===== src/rtl/carry_out_cascade_gen_if.sv =====
// Operand/sum handshake bundle for the
// carry_out_cascade_gen multi-word adder.
interface carry_out_cascade_gen_if #(
  parameter int DATA_W = 18
);
  logic              START;
  logic [1:0]        CARRYMUX_SEL;
  logic              CICAS;
  logic              CI;
  logic [DATA_W-1:0] A_IN;
  logic [DATA_W-1:0] B_IN;
  logic              IN_VALID;
  logic              IN_READY;
  logic [DATA_W-1:0] SUM_OUT;
  logic              SUM_VALID;
  logic              SUM_LAST;
  logic              CO;
  logic              COCAS;
  logic              BUSY;
  logic              DONE;

  modport master (
    output START, CARRYMUX_SEL, CICAS, CI,
    output A_IN, B_IN, IN_VALID,
    input  IN_READY, SUM_OUT, SUM_VALID,
    input  SUM_LAST, CO, COCAS, BUSY, DONE
  );

  modport slave (
    input  START, CARRYMUX_SEL, CICAS, CI,
    input  A_IN, B_IN, IN_VALID,
    output IN_READY, SUM_OUT, SUM_VALID,
    output SUM_LAST, CO, COCAS, BUSY, DONE
  );
endinterface


===== src/rtl/carry_out_cascade_gen.sv =====
// Multi-word adder sequencer, LS word first,
// producing CO and cascade CO for the next slice.
module carry_out_cascade_gen #(
  parameter int DATA_W    = 18,
  parameter int NUM_WORDS = 4
) (
  input logic CLK,
  input logic RSTN,
  carry_out_cascade_gen_if.slave bus
);
  localparam int CNT_W =
    (NUM_WORDS > 1) ? $clog2(NUM_WORDS) : 1;
  localparam logic [CNT_W-1:0] LAST_CNT =
    CNT_W'(NUM_WORDS - 1);

  typedef enum logic {IDLE, RUN} state_e;

  state_e             state_q;
  logic               carry_q;
  logic [CNT_W-1:0]   cnt_q;
  logic [DATA_W-1:0]  sum_q;
  logic               sv_q;
  logic               last_q;
  logic               done_q;
  logic               co_q;
  logic               cocas_q;

  logic               carry_d;
  logic [DATA_W:0]    add_d;
  logic               hs;
  logic               last_word;

  // Initial carry select, slice carry-in encoding
  always_comb begin
    carry_d = 1'b0;
    unique case (bus.CARRYMUX_SEL)
      2'b00:   carry_d = 1'b0;
      2'b01:   carry_d = 1'b1;
      2'b10:   carry_d = bus.CICAS;
      2'b11:   carry_d = bus.CI;
      default: carry_d = 1'b0;
    endcase
  end

  // Word adder and handshake decode
  always_comb begin
    add_d = {1'b0, bus.A_IN}
          + {1'b0, bus.B_IN}
          + {{DATA_W{1'b0}}, carry_q};
    hs        = (state_q == RUN) && bus.IN_VALID;
    last_word = (cnt_q == LAST_CNT);
  end

  // Sequencer FSM with registered outputs
  always_ff @(posedge CLK or negedge RSTN) begin
    if (!RSTN) begin
      state_q <= IDLE;
      carry_q <= 1'b0;
      cnt_q   <= '0;
      sum_q   <= '0;
      sv_q    <= 1'b0;
      last_q  <= 1'b0;
      done_q  <= 1'b0;
      co_q    <= 1'b0;
      cocas_q <= 1'b0;
    end else begin
      sv_q   <= 1'b0;
      last_q <= 1'b0;
      done_q <= 1'b0;
      unique case (state_q)
        IDLE: begin
          if (bus.START) begin
            carry_q <= carry_d;
            cnt_q   <= '0;
            co_q    <= 1'b0;
            cocas_q <= 1'b0;
            state_q <= RUN;
          end
        end
        RUN: begin
          if (hs) begin
            sum_q   <= add_d[DATA_W-1:0];
            sv_q    <= 1'b1;
            carry_q <= add_d[DATA_W];
            if (last_word) begin
              last_q  <= 1'b1;
              done_q  <= 1'b1;
              co_q    <= add_d[DATA_W];
              cocas_q <= add_d[DATA_W];
              cnt_q   <= '0;
              state_q <= IDLE;
            end else begin
              cnt_q <= cnt_q + 1'b1;
            end
          end
        end
        default: state_q <= IDLE;
      endcase
    end
  end

  assign bus.IN_READY  = (state_q == RUN);
  assign bus.BUSY      = (state_q != IDLE);
  assign bus.SUM_OUT   = sum_q;
  assign bus.SUM_VALID = sv_q;
  assign bus.SUM_LAST  = last_q;
  assign bus.DONE      = done_q;
  assign bus.CO        = co_q;
  assign bus.COCAS     = cocas_q;
endmodule

===== src/flat_wrapper.sv =====
// flat-port wrapper written by rule: the top's interface ports become plain ports
module carry_out_cascade_gen_flat 
#(
  parameter int DATA_W    = 18,
  parameter int NUM_WORDS = 4
)
  (CLK, RSTN, bus_START, bus_CARRYMUX_SEL, bus_CICAS, bus_CI, bus_A_IN, bus_B_IN, bus_IN_VALID, bus_IN_READY, bus_SUM_OUT, bus_SUM_VALID, bus_SUM_LAST, bus_CO, bus_COCAS, bus_BUSY, bus_DONE);
  carry_out_cascade_gen_if #(.DATA_W(DATA_W)) bus_i ();
  input logic CLK;
  input logic RSTN;
  input wire logic [$bits(bus_i.START)-1:0] bus_START;
  input wire logic [$bits(bus_i.CARRYMUX_SEL)-1:0] bus_CARRYMUX_SEL;
  input wire logic [$bits(bus_i.CICAS)-1:0] bus_CICAS;
  input wire logic [$bits(bus_i.CI)-1:0] bus_CI;
  input wire logic [$bits(bus_i.A_IN)-1:0] bus_A_IN;
  input wire logic [$bits(bus_i.B_IN)-1:0] bus_B_IN;
  input wire logic [$bits(bus_i.IN_VALID)-1:0] bus_IN_VALID;
  output wire logic [$bits(bus_i.IN_READY)-1:0] bus_IN_READY;
  output wire logic [$bits(bus_i.SUM_OUT)-1:0] bus_SUM_OUT;
  output wire logic [$bits(bus_i.SUM_VALID)-1:0] bus_SUM_VALID;
  output wire logic [$bits(bus_i.SUM_LAST)-1:0] bus_SUM_LAST;
  output wire logic [$bits(bus_i.CO)-1:0] bus_CO;
  output wire logic [$bits(bus_i.COCAS)-1:0] bus_COCAS;
  output wire logic [$bits(bus_i.BUSY)-1:0] bus_BUSY;
  output wire logic [$bits(bus_i.DONE)-1:0] bus_DONE;
  assign bus_i.START = bus_START;
  assign bus_i.CARRYMUX_SEL = bus_CARRYMUX_SEL;
  assign bus_i.CICAS = bus_CICAS;
  assign bus_i.CI = bus_CI;
  assign bus_i.A_IN = bus_A_IN;
  assign bus_i.B_IN = bus_B_IN;
  assign bus_i.IN_VALID = bus_IN_VALID;
  assign bus_IN_READY = bus_i.IN_READY;
  assign bus_SUM_OUT = bus_i.SUM_OUT;
  assign bus_SUM_VALID = bus_i.SUM_VALID;
  assign bus_SUM_LAST = bus_i.SUM_LAST;
  assign bus_CO = bus_i.CO;
  assign bus_COCAS = bus_i.COCAS;
  assign bus_BUSY = bus_i.BUSY;
  assign bus_DONE = bus_i.DONE;
  carry_out_cascade_gen #(.DATA_W(DATA_W), .NUM_WORDS(NUM_WORDS)) u_core (.CLK(CLK), .RSTN(RSTN), .bus(bus_i));
endmodule

===== config.mk =====
export PLATFORM = sky130hd
export DESIGN_NAME = carry_out_cascade_gen_flat
export DESIGN_NICKNAME = d
export VERILOG_FILES = /design/src/rtl/carry_out_cascade_gen_if.sv /design/src/rtl/carry_out_cascade_gen.sv /design/src/flat_wrapper.sv
export SDC_FILE = /design/constraint.sdc
export NUM_CORES = 1
export LEC_CHECK = 0
export BUFFER_PORTS_ARGS = -buffer_cell sky130_fd_sc_hd__buf_4
export CORE_ASPECT_RATIO = 0.8
export CORE_MARGIN = 3
export CORE_UTILIZATION = 30
export DETAILED_ROUTE_END_ITERATION = 7
export GPL_TIMING_DRIVEN = 0
export PLACE_DENSITY = 0.59
export SLEW_MARGIN = 10
export SYNTH_ARGS = -nofsm -noshare
export SYNTH_HDL_FRONTEND = slang
export SYNTH_SLANG_ARGS = --single-unit

===== constraint.sdc =====
create_clock -name CLK -period 3.8 [get_ports CLK]
set_clock_uncertainty 0.05 [all_clocks]
set_input_delay 0 -clock CLK [delete_from_list [all_inputs] [get_ports CLK]]
set_output_delay 0 -clock CLK [all_outputs]
set_load 0.01 [all_outputs]

======== Word level (Yosys, flattened, before mapping) ========
Index checks and enable logic that the tools add are counted.
word-level totals
  bits of input ports ..................... 44
  bits in registers ....................... 25
  output and inout bits ................... 25
  word-level logic and storage cells ...... 44
cells by class
  $add $sub $neg .......................... 3
  bitwise logic cells ..................... 1
  equality and inequality tests ........... 7
  reductions and logical operators ........ 5
  mux-type cells .......................... 21
operators with widths
  kind                                                  number
  adder 18 x 18 -> 19 bit                               1
  adder 19 x 1 -> 19 bit                                1
  2-to-1 mux 1 bit                                      13
  equality test 2 bit (second input constant)           3
  2-to-1 mux 2 bit                                      3
  != test 2 bit (second input constant)                 3
  case mux 1 bit (2 select lines)                       3
  case mux 1 bit (4 select lines)                       1
  case mux 2 bit (2 select lines)                       1
  AND reduction 2 bit                                   2
  AND reduction 3 bit                                   1
  adder 2 x 1 -> 2 bit (second input constant)          1
  equality test 2 x 1 -> 1 bit (second input constant)  1
  zero test 2 bit                                       1
  logical AND 1 bit                                     1
  inverter 1 bit                                        1

======== Longest topological paths before layout ========
Gate-level depths: netlist (run 1).
  depth after elaboration ................. 5
  gate-level depth with buffers ........... 10
  depth with buffers taken out ............ 10

======== Worst setup path after synthesis (run 1) ========
No wires, ideal clock.
  path type ............................... reg2reg
  from .................................... register u_core.carry_q
  to ...................................... register u_core.sum_q[12] (netlist: u_core.bus.SUM_OUT[12])
  setup time .............................. 0.136 ns
  cell stages (with the launch flop) ...... 11
  period minus slack after synthesis ...... 2.205 ns
  arrival ................................. 2.018 ns
  slack ................................... 1.595 ns
  data required time ...................... 3.614 ns
  path buffers ............................ 0
  cell sequence ........................... dfrtp_1 > inv_1 > fa_1 > fa_1 > nor2b_1 > o2111ai_1 > nand4_1 > a21oi_1 > o21ai_0 > xnor2_1 > o21ai_0
on the way
  cells in the longest elaborated chain, start to end .. 1
RTL lines
  item                    RTL line                     text
  start, declared         carry_out_cascade_gen.sv:19  logic carry_q;
  start signal, assigned  carry_out_cascade_gen.sv:73  carry_q <= carry_d;
  start signal, assigned  carry_out_cascade_gen.sv:84  carry_q <= add_d[DATA_W];
  adder 19 x 1 -> 19 bit  carry_out_cascade_gen.sv:49  + {{DATA_W{1'b0}}, carry_q};
  end signal, assigned    carry_out_cascade_gen.sv:82  sum_q <= add_d[DATA_W-1:0];
  end, declared           carry_out_cascade_gen.sv:21  logic [DATA_W-1:0] sum_q;
Every way passes these cells.
A chain may end at the register's enable or synchronous reset.

======== Final worst setup path (run 1) ========
Ends and elaborated chain as after synthesis.

==> results of run 1 <==
-- flip-flops by register name, indices dropped and copies added, names as in the netlist --
signal,cells
u_core.bus.SUM_VALID,1
u_core.cnt_q,2
u_core.bus.BUSY,1
u_core.bus.SUM_LAST,1
u_core.bus.CO,1
u_core.carry_q,1
u_core.bus.SUM_OUT,18
-- logic make-up (layout without fill, tap and decap cells) --
kind of cell	after synthesis	count (layout)	share of synthesized area
flip-flops	25	25	0.3499
AND/OR/NAND/NOR	62	62	0.1568
buffers and inverters	15	89	0.03779
multiplexers	2	2	0.01190
adder cells (fa/ha/maj)	20	20	0.1484
XOR/XNOR	15	15	0.07347
AO/OA/AOI/OAI	64	64	0.2218
-- cell type report --
type	count	share of cell area
buffer	6	0.01372
clock buffer	3	0.01677
clock inverter	1	0.002033
inverter	9	0.01372
multi-input combinational	163	0.4446
sequential	25	0.2541
tap	78	0.03963
timing repair buffer	70	0.2154
-- worst max path at each step --
stage               depth (start not counted)                       start                            endpoint
floorplan                                  10  u_core.carry_q$_DFFE_PN0P_  u_core.bus.SUM_OUT[12]$_DFFE_PN0P_
global placement                           10  u_core.carry_q$_DFFE_PN0P_  u_core.bus.SUM_OUT[12]$_DFFE_PN0P_
detailed placement                         10  u_core.carry_q$_DFFE_PN0P_  u_core.bus.SUM_OUT[12]$_DFFE_PN0P_
CTS                                        10  u_core.carry_q$_DFFE_PN0P_  u_core.bus.SUM_OUT[12]$_DFFE_PN0P_
global route                               10  u_core.carry_q$_DFFE_PN0P_  u_core.bus.SUM_OUT[12]$_DFFE_PN0P_
finish                                     10  u_core.carry_q$_DFFE_PN0P_  u_core.bus.SUM_OUT[12]$_DFFE_PN0P_
-- cells in the final DEF, fill, tap and decap left out, types with 2 or more instances in the layout --
cell type / synthesis / final
nor2_1: 12 / 12
inv_1: 9 / 9
o211ai_1: 3 / 3
nand2_1: 32 / 32
ha_1: 18 / 18
buf_4: 3 / 71
nand4_1: 4 / 4
o21ai_0: 28 / 28
dfrtp_1: 25 / 25
nand2b_1: 3 / 3
xnor2_1: 10 / 10
a31oi_1: 2 / 2
a21oi_1: 10 / 10
dlygate4sd3_1: 0 / 2
xor2_1: 5 / 5
o21ai_1: 2 / 2
clkbuf_8: 0 / 3
clkbuf_1: 3 / 3
o2111ai_1: 2 / 2
a21oi_2: 3 / 3
a21o_1: 4 / 4
fa_1: 2 / 2
nor2b_1: 5 / 5
-- metrics by stage --
| stage | power (mW) | area (sq um) |
|---|---|---|
| CTS | 1.188 | 2462 |
| floorplan | 0.7469 | 1788 |
| finish | 1.172 | 2462 |
| global route | 1.277 | 2462 |
| detailed placement | 1.031 | 2396 |
| global placement | 1.020 | 2396 |
-- per-layer routing --
layer,track usage,wire length (um),up-vias,part of all wire
li1,-,-,866,-
met1,0.1931,2288,747,0.52
met2,0.2042,1902,44,0.43
met3,0.01199,185,2,0.042
met4,0.02471,27,0,0.0061
met5,0,0,-,0
-- power by group --
| group | total, mW | leakage [nW] | internal, mW | switching [mW] |
|---|---|---|---|---|
| clock network | 0.155 | 0.0255 | 0.0732 | 0.0822 |
| registers | 0.442 | 0.305 | 0.373 | 0.0688 |
| logic | 0.575 | 0.872 | 0.294 | 0.281 |
| total | 1.17 | 1.20 | 0.740 | 0.432 |
-- critical path, delay by kind of cell, from the launching register on --
family / cells / cell delay, ns
XOR/XNOR: 1 / 0.18
adder cells (fa/ha/maj): 2 / 0.82
AO/OA/AOI/OAI: 4 / 0.64
AND/OR/NAND/NOR: 2 / 0.37
flip-flops: 1 / 0.35
buffers and inverters: 1 / 0.05
==> impl_metrics.csv, run 1 <==
group,metric,value,unit
clock_tree,path_clk_slew,0.09,ns
yosys,synth_edf_count,0,
clock_tree,cts_made_buffers,3,
yosys,synth_area_leader_cell,"dfrtp_1",
yosys,synth_most_common_cell,"nand2_1",
detailed_routing,vias_per_cell,4.673,
grt,grt_pass1_vias,1587,
detailed_routing,route.detailed.drc,0,
worst_hold_path,hold_path_depth,3,
setup_path,reg2reg_slack,1.20,ns
yosys,ys_seq_area_frac,0.3499,
yosys,synth_fp_nets,267,
worst_hold_path,holdCritStartpoint,"bus_IN_VALID",
clock_tree,cts_hold_buf,2,
setup_path,crit_slowest_cell,"fa_1",
place,place.gp.congestion,0.7932,
yosys,synth.area.top_cells,"dfrtp_1 (35%), ha_1 (13%), o21ai_0 (7.8%)",
power_and_ir_drop,ir_drop,130.4,uV
grt,grt_pass1_wl,7.362,mm
finish,fillers,575,
power_and_ir_drop,power_leakage,1.203,nW
detailed_routing,wl,4.403,mm
clock_tree,cts_buffer_depth,2,
detailed_routing,firstDrtPassIters,4,
worst_hold_path,hold_class,"primary input to flip-flop",
die,dieArea,6928,sq um
grt,grt.overflow.total,0,
setup_path,worstReg2RegEnd,"u_core.bus.SUM_OUT[12]$_DFFE_PN0P_",
yosys,ys_types,39,
yosys,synth_flop_cell,"dfrtp_1",
yosys,avgSynthCellArea,8.808,sq um
status,status,"finished clean",
place,dp_slack,1.231,ns
detailed_routing,wl_per_cell,12.40,um
sta,final-max-slew-violation-count,0,
yosys,synthTopCellsByCount,"nand2_1 (32), o21ai_0 (28), dfrtp_1 (25)",
grt,grtUsageTotal,0.1287,
setup_path,end_kind,"flip-flop",
die,io_pins,69,
yosys,synth_top_area_share,0.3499,
clock_tree,cts-root-buf,"clkbuf_8",
die,row_count,24,
die,initial_core_util,0.3184,
detailed_routing,drt_iter0_markers,74,
sta,worst_pin_slew,0.4406,ns
sta,timing.hold.ws,0.03306,ns
sta,finalHoldViolCount,0,
setup_path,ff2ff_path_depth,10,
finish,synthToLayoutAreaGrowth,37.72,%
clock_tree,cts.sink_count,25,
sta,final.setup.worst_slack,1.204,ns
setup_path,reg2reg_from,"u_core.carry_q$_DFFE_PN0P_",
yosys,async_flop_share,1.000,
clock_tree,cts_tree,"yes",
worst_hold_path,hold_end,"u_core.cnt_q[1]$_DFFE_PN0P_",
sta,period_share,0.6833,
setup_path,path_cells,"inv_1 -> fa_1 -> fa_1 -> nor2b_1 -> o2111ai_1 -> nand4_1 -> a21oi_1 -> o21ai_0 -> xnor2_1 -> o21ai_0",
sta,rsz0062_at_grt,"no",
yosys,yosys_register_bits,25,
sta,tns,0,ns
place,port-buffer-count,68,
finish,register_area,625.6,sq um
finish,fin_util,0.4385,
clock_tree,cts_resized,0,
clock_tree,postCtsSetupRepairBufs,0,
finish,diodes,0,
setup_path,worstSetupPathType,"flip-flop to flip-flop",
detailed_routing,vias,1659,
finish,stdcell_count,355,
detailed_routing,ant_nets,0,
finish,fin_nets,342,
sta,setup_viol,0,
setup_path,worst_path_largest_cell_delay,0.41,ns
grt,antenna_found_initial,0,
sta,period_needed,2.596,ns
sta,fmax,385.2,MHz
yosys,yosysWarnings,0,
setup_path,crit_fanout,2,
sta,maxSlewHeadroom,0.7063,
die,die_h,75.05,um
grt,grt_max_degree,26,
yosys,synth_cells,203,
clock_tree,htreeDepth,1,
setup_path,crit_arrival,2.69,ns
finish,drive_gt1_frac,0.2888,
setup_path,critPathLaunchType,"flip-flop",
die,core_area,5615,sq um
place,place_inst,349,
yosys,synth_area,1788,sq um
clock_tree,clk_latency,0.26,ns
flow_run,maxCapViolations,0,
place,dp_hpwl,3.656,mm
die,die_w,92.31,um
finish,multiInputGateArea,1095,sq um
setup_path,crit_required,3.89,ns
power_and_ir_drop,powerDensity,476.2,nW/um^2
Note: power is estimated with default switching activity, not from simulation.
==> run 2, diff against run 1 <==
--- a/config.mk
+++ b/config.mk
@@ -11,7 +11,7 @@
 export CORE_UTILIZATION = 30
 export DETAILED_ROUTE_END_ITERATION = 7
 export GPL_TIMING_DRIVEN = 0
-export PLACE_DENSITY = 0.59
+export PLACE_DENSITY = 0.6
 export SLEW_MARGIN = 10
 export SYNTH_ARGS = -nofsm -noshare
 export SYNTH_HDL_FRONTEND = slang
==> constraint.sdc (replaced) <==
create_clock -name CLK -period 2.2 [get_ports CLK]
set_clock_uncertainty 0.05 [all_clocks]
set_input_delay 0 -clock CLK [delete_from_list [all_inputs] [get_ports CLK]]
set_output_delay 0 -clock CLK [all_outputs]
set_load 0.01 [all_outputs]
==> run 2 against run 1 <==
The run now ends with setup timing left; largest power group unchanged; largest cell class unchanged; cell area is 3.0% higher; sequential cell count stayed put; final cell count is 0.56% higher; die area stayed put; first-iteration DRC count is 32% lower; critical path depth is 1 higher; sequential power is 72% higher; core utilization is 1.3 points higher; clock power is 74% higher; hold slack worse by 0.020 ns.
==> impl_metrics.csv, run 2 (synthesized netlist as in run 1, its figures left out) <==
group,metric,value,unit
status,status,"complete, but fails checks",
status,failed_checks,"setup timing",
power_and_ir_drop,power_frac_seq,0.370,
clock_tree,clk_latency,0.27,ns
finish,largest_reg_flops,18,
finish,fin_nets,344,
detailed_routing,ant_nets,0,
power_and_ir_drop,switchingPower,0.7592,mW
setup_path,worstSetupPathType,"flip-flop to flip-flop",
grt,antenna_found_initial,0,
sta,timing.hold.ws,0.01297,ns
setup_path,crit_fanout,2,
clock_tree,cts.sink_count,25,
die,row_count,24,
finish,layout_common_cells,"buf_4 (73), nand2_1 (32), dfrtp_1 (25)",
sta,fmax,412.4,MHz
setup_path,worst_path_largest_cell_delay,0.40,ns
grt,grt_pass1_wl,7.038,mm
clock_tree,path_clk_slew,0.09,ns
finish,register_area,625.6,sq um
detailed_routing,highest_layer,"met4",
sta,maxSlewHeadroom,0.7011,
detailed_routing,dr_wl_met3,224,um
power_and_ir_drop,p_int,1.301,mW
worst_hold_path,hold_class,"primary input to flip-flop",
die,core_area,5615,sq um
sta,period_share,1.102,
die,dieArea,6928,sq um
finish,multiInputGateArea,1154,sq um
detailed_routing,route.detailed.drc,0,
clock_tree,htreeDepth,1,
power_and_ir_drop,powerDensity,812.3,nW/um^2
power_and_ir_drop,power,2.060,mW
worst_hold_path,holdCritStartpoint,"bus_IN_VALID",
setup_path,reg2reg_from,"u_core.carry_q$_DFFE_PN0P_",
place,place.gp.congestion,0.7807,
sta,finalHoldViolCount,0,
grt,grtUsageTotal,0.1246,
worst_hold_path,hold_end,"u_core.cnt_q[1]$_DFFE_PN0P_",
detailed_routing,wl_per_cell,12.03,um
die,io_pins,69,
setup_path,critPathBufInv,2,
place,port-buffer-count,68,
setup_path,critPathLaunchType,"flip-flop",
setup_path,crit_arrival,2.52,ns
sta,final.setup.worst_slack,-0.2251,ns
power_and_ir_drop,ir_drop,292.9,uV
sta,rsz0062_at_grt,"yes",
setup_path,reg2reg_slack,-0.23,ns
setup_path,crit_required,2.30,ns
sta,period_needed,2.425,ns
setup_path,ff2ff_path_depth,11,
sta,setup_viol,7,
setup_path,cpMostUsedCell,"fa_2",
finish,synthToLayoutAreaGrowth,41.85,%
finish,layout_commonest_cell,"buf_4",
grt,grt_pass1_vias,1547,
sta,final-max-slew-violation-count,0,
setup_path,worstReg2RegEnd,"u_core.bus.SUM_OUT[12]$_DFFE_PN0P_",
power_and_ir_drop,combPwrFrac,0.499,
grt,grt_max_degree,26,
setup_path,crit_family,"adder cells",
finish,diodes,0,
die,die_w,92.31,um
die,initial_core_util,0.3184,
detailed_routing,wl,4.295,mm
flow_run,maxCapViolations,0,
finish,fillers,585,
grt,grt.overflow.total,0,
power_and_ir_drop,switching_share,0.3685,
die,die_h,75.05,um
detailed_routing,drt_iter0_markers,50,
detailed_routing,wl_met1,2.170,mm
clock_tree,cts-root-buf,"clkbuf_8",
setup_path,end_kind,"flip-flop",
worst_hold_path,hold_path_depth,3,
power_and_ir_drop,power_leakage,1.227,nW
detailed_routing,vias_per_cell,4.644,
setup_path,path_cells,"inv_2 -> fa_2 -> fa_2 -> nor2b_4 -> o2111ai_2 -> nand4_1 -> buf_4 -> a21oi_4 -> o21ai_2 -> xnor2_2 -> o21ai_1",
power_and_ir_drop,p_clk_frac,0.131,
detailed_routing,firstDrtPassIters,4,
finish,drive_gt1_frac,0.3333,
detailed_routing,wl_met2,1.864,mm
setup_path,crit_slowest_cell,"fa_2",
clock_tree,cts_tree,"yes",
clock_tree,cts_made_buffers,3,
sta,worst_pin_slew,0.4483,ns
place,dp_hpwl,3.538,mm
clock_tree,cts_buffer_depth,2,
detailed_routing,vias,1658,
## run 2: what timing repair did
| item | in CTS | in global routing |
|---|---|---|
| endpoints found under the hold margin | 28 | 0 |
| hold buffers | 2 | 0 |
| pin swaps | 4 | 12 |
| gates resized for setup | 6 | 13 |
| setup buffers | 0 | 2 |
| endpoints found under the setup margin | 9 | 10 |
## run 2: layout make-up
cell class,count,area share
repair buffers,72,0.2151
clock buffers,3,0.01628
clock inverters,1,0.001973
flip-flops and latches,25,0.2467
multi-input cells,163,0.4549
plain buffers,6,0.01332
well taps,78,0.03848
inverters,9,0.01332
## run 2: worst max path at each step
stage | from | cells after the start | to
3_5_place_dp | u_core.carry_q$_DFFE_PN0P_ | 10 | u_core.bus.SUM_OUT[12]$_DFFE_PN0P_
6_report | u_core.carry_q$_DFFE_PN0P_ | 11 | u_core.bus.SUM_OUT[12]$_DFFE_PN0P_
5_1_grt | u_core.carry_q$_DFFE_PN0P_ | 11 | u_core.bus.SUM_OUT[12]$_DFFE_PN0P_
4_1_cts | u_core.carry_q$_DFFE_PN0P_ | 10 | u_core.bus.SUM_OUT[16]$_DFFE_PN0P_
2_1_floorplan | u_core.carry_q$_DFFE_PN0P_ | 10 | u_core.bus.SUM_OUT[16]$_DFFE_PN0P_
3_3_place_gp | u_core.carry_q$_DFFE_PN0P_ | 10 | u_core.bus.SUM_OUT[12]$_DFFE_PN0P_
## run 2: worst register-to-register path, delay by kind of cell (launching register included)
family	cells	cell delay, ns
AOI/OAI and AO/OA	4	0.47
xor gates and xnor gates	1	0.14
adders and majority gates	2	0.78
buffers and inverters	2	0.19
DFF	1	0.37
and+or+nand+nor	2	0.31
## run 2: through the flow
step	util	setup WS, ns	std cells	setup TNS [ns]	cell area, sq um
after global placement	0.4267	-0.2519	349	-1.258	2396
after floorplan	-	0.04280	203	0	1788
after CTS	0.4421	-0.1046	355	-0.2346	2482
after detailed placement	0.4267	-0.2732	349	-1.298	2396
final	0.4516	-0.2251	357	-0.7504	2536
after global routing	0.4516	-0.3179	357	-1.930	2536
## run 2: layer usage
metal  vias to the layer above  track usage
li1                        869            -
met1                       741       0.1778
met2                        46       0.1986
met3                         2      0.02198
met4                         0      0.02965
met5                         -            0
## run 2: power groups by stage
stage          Combinational [mW]  Sequential (mW)  Clock, mW
4_1_cts                      1.02            0.763      0.278
3_3_place_gp                0.983            0.774          0
3_5_place_dp                 1.00            0.773          0
6_report                     1.03            0.761      0.270
5_1_grt                      1.16            0.791      0.293
2_1_floorplan               0.459            0.831          0
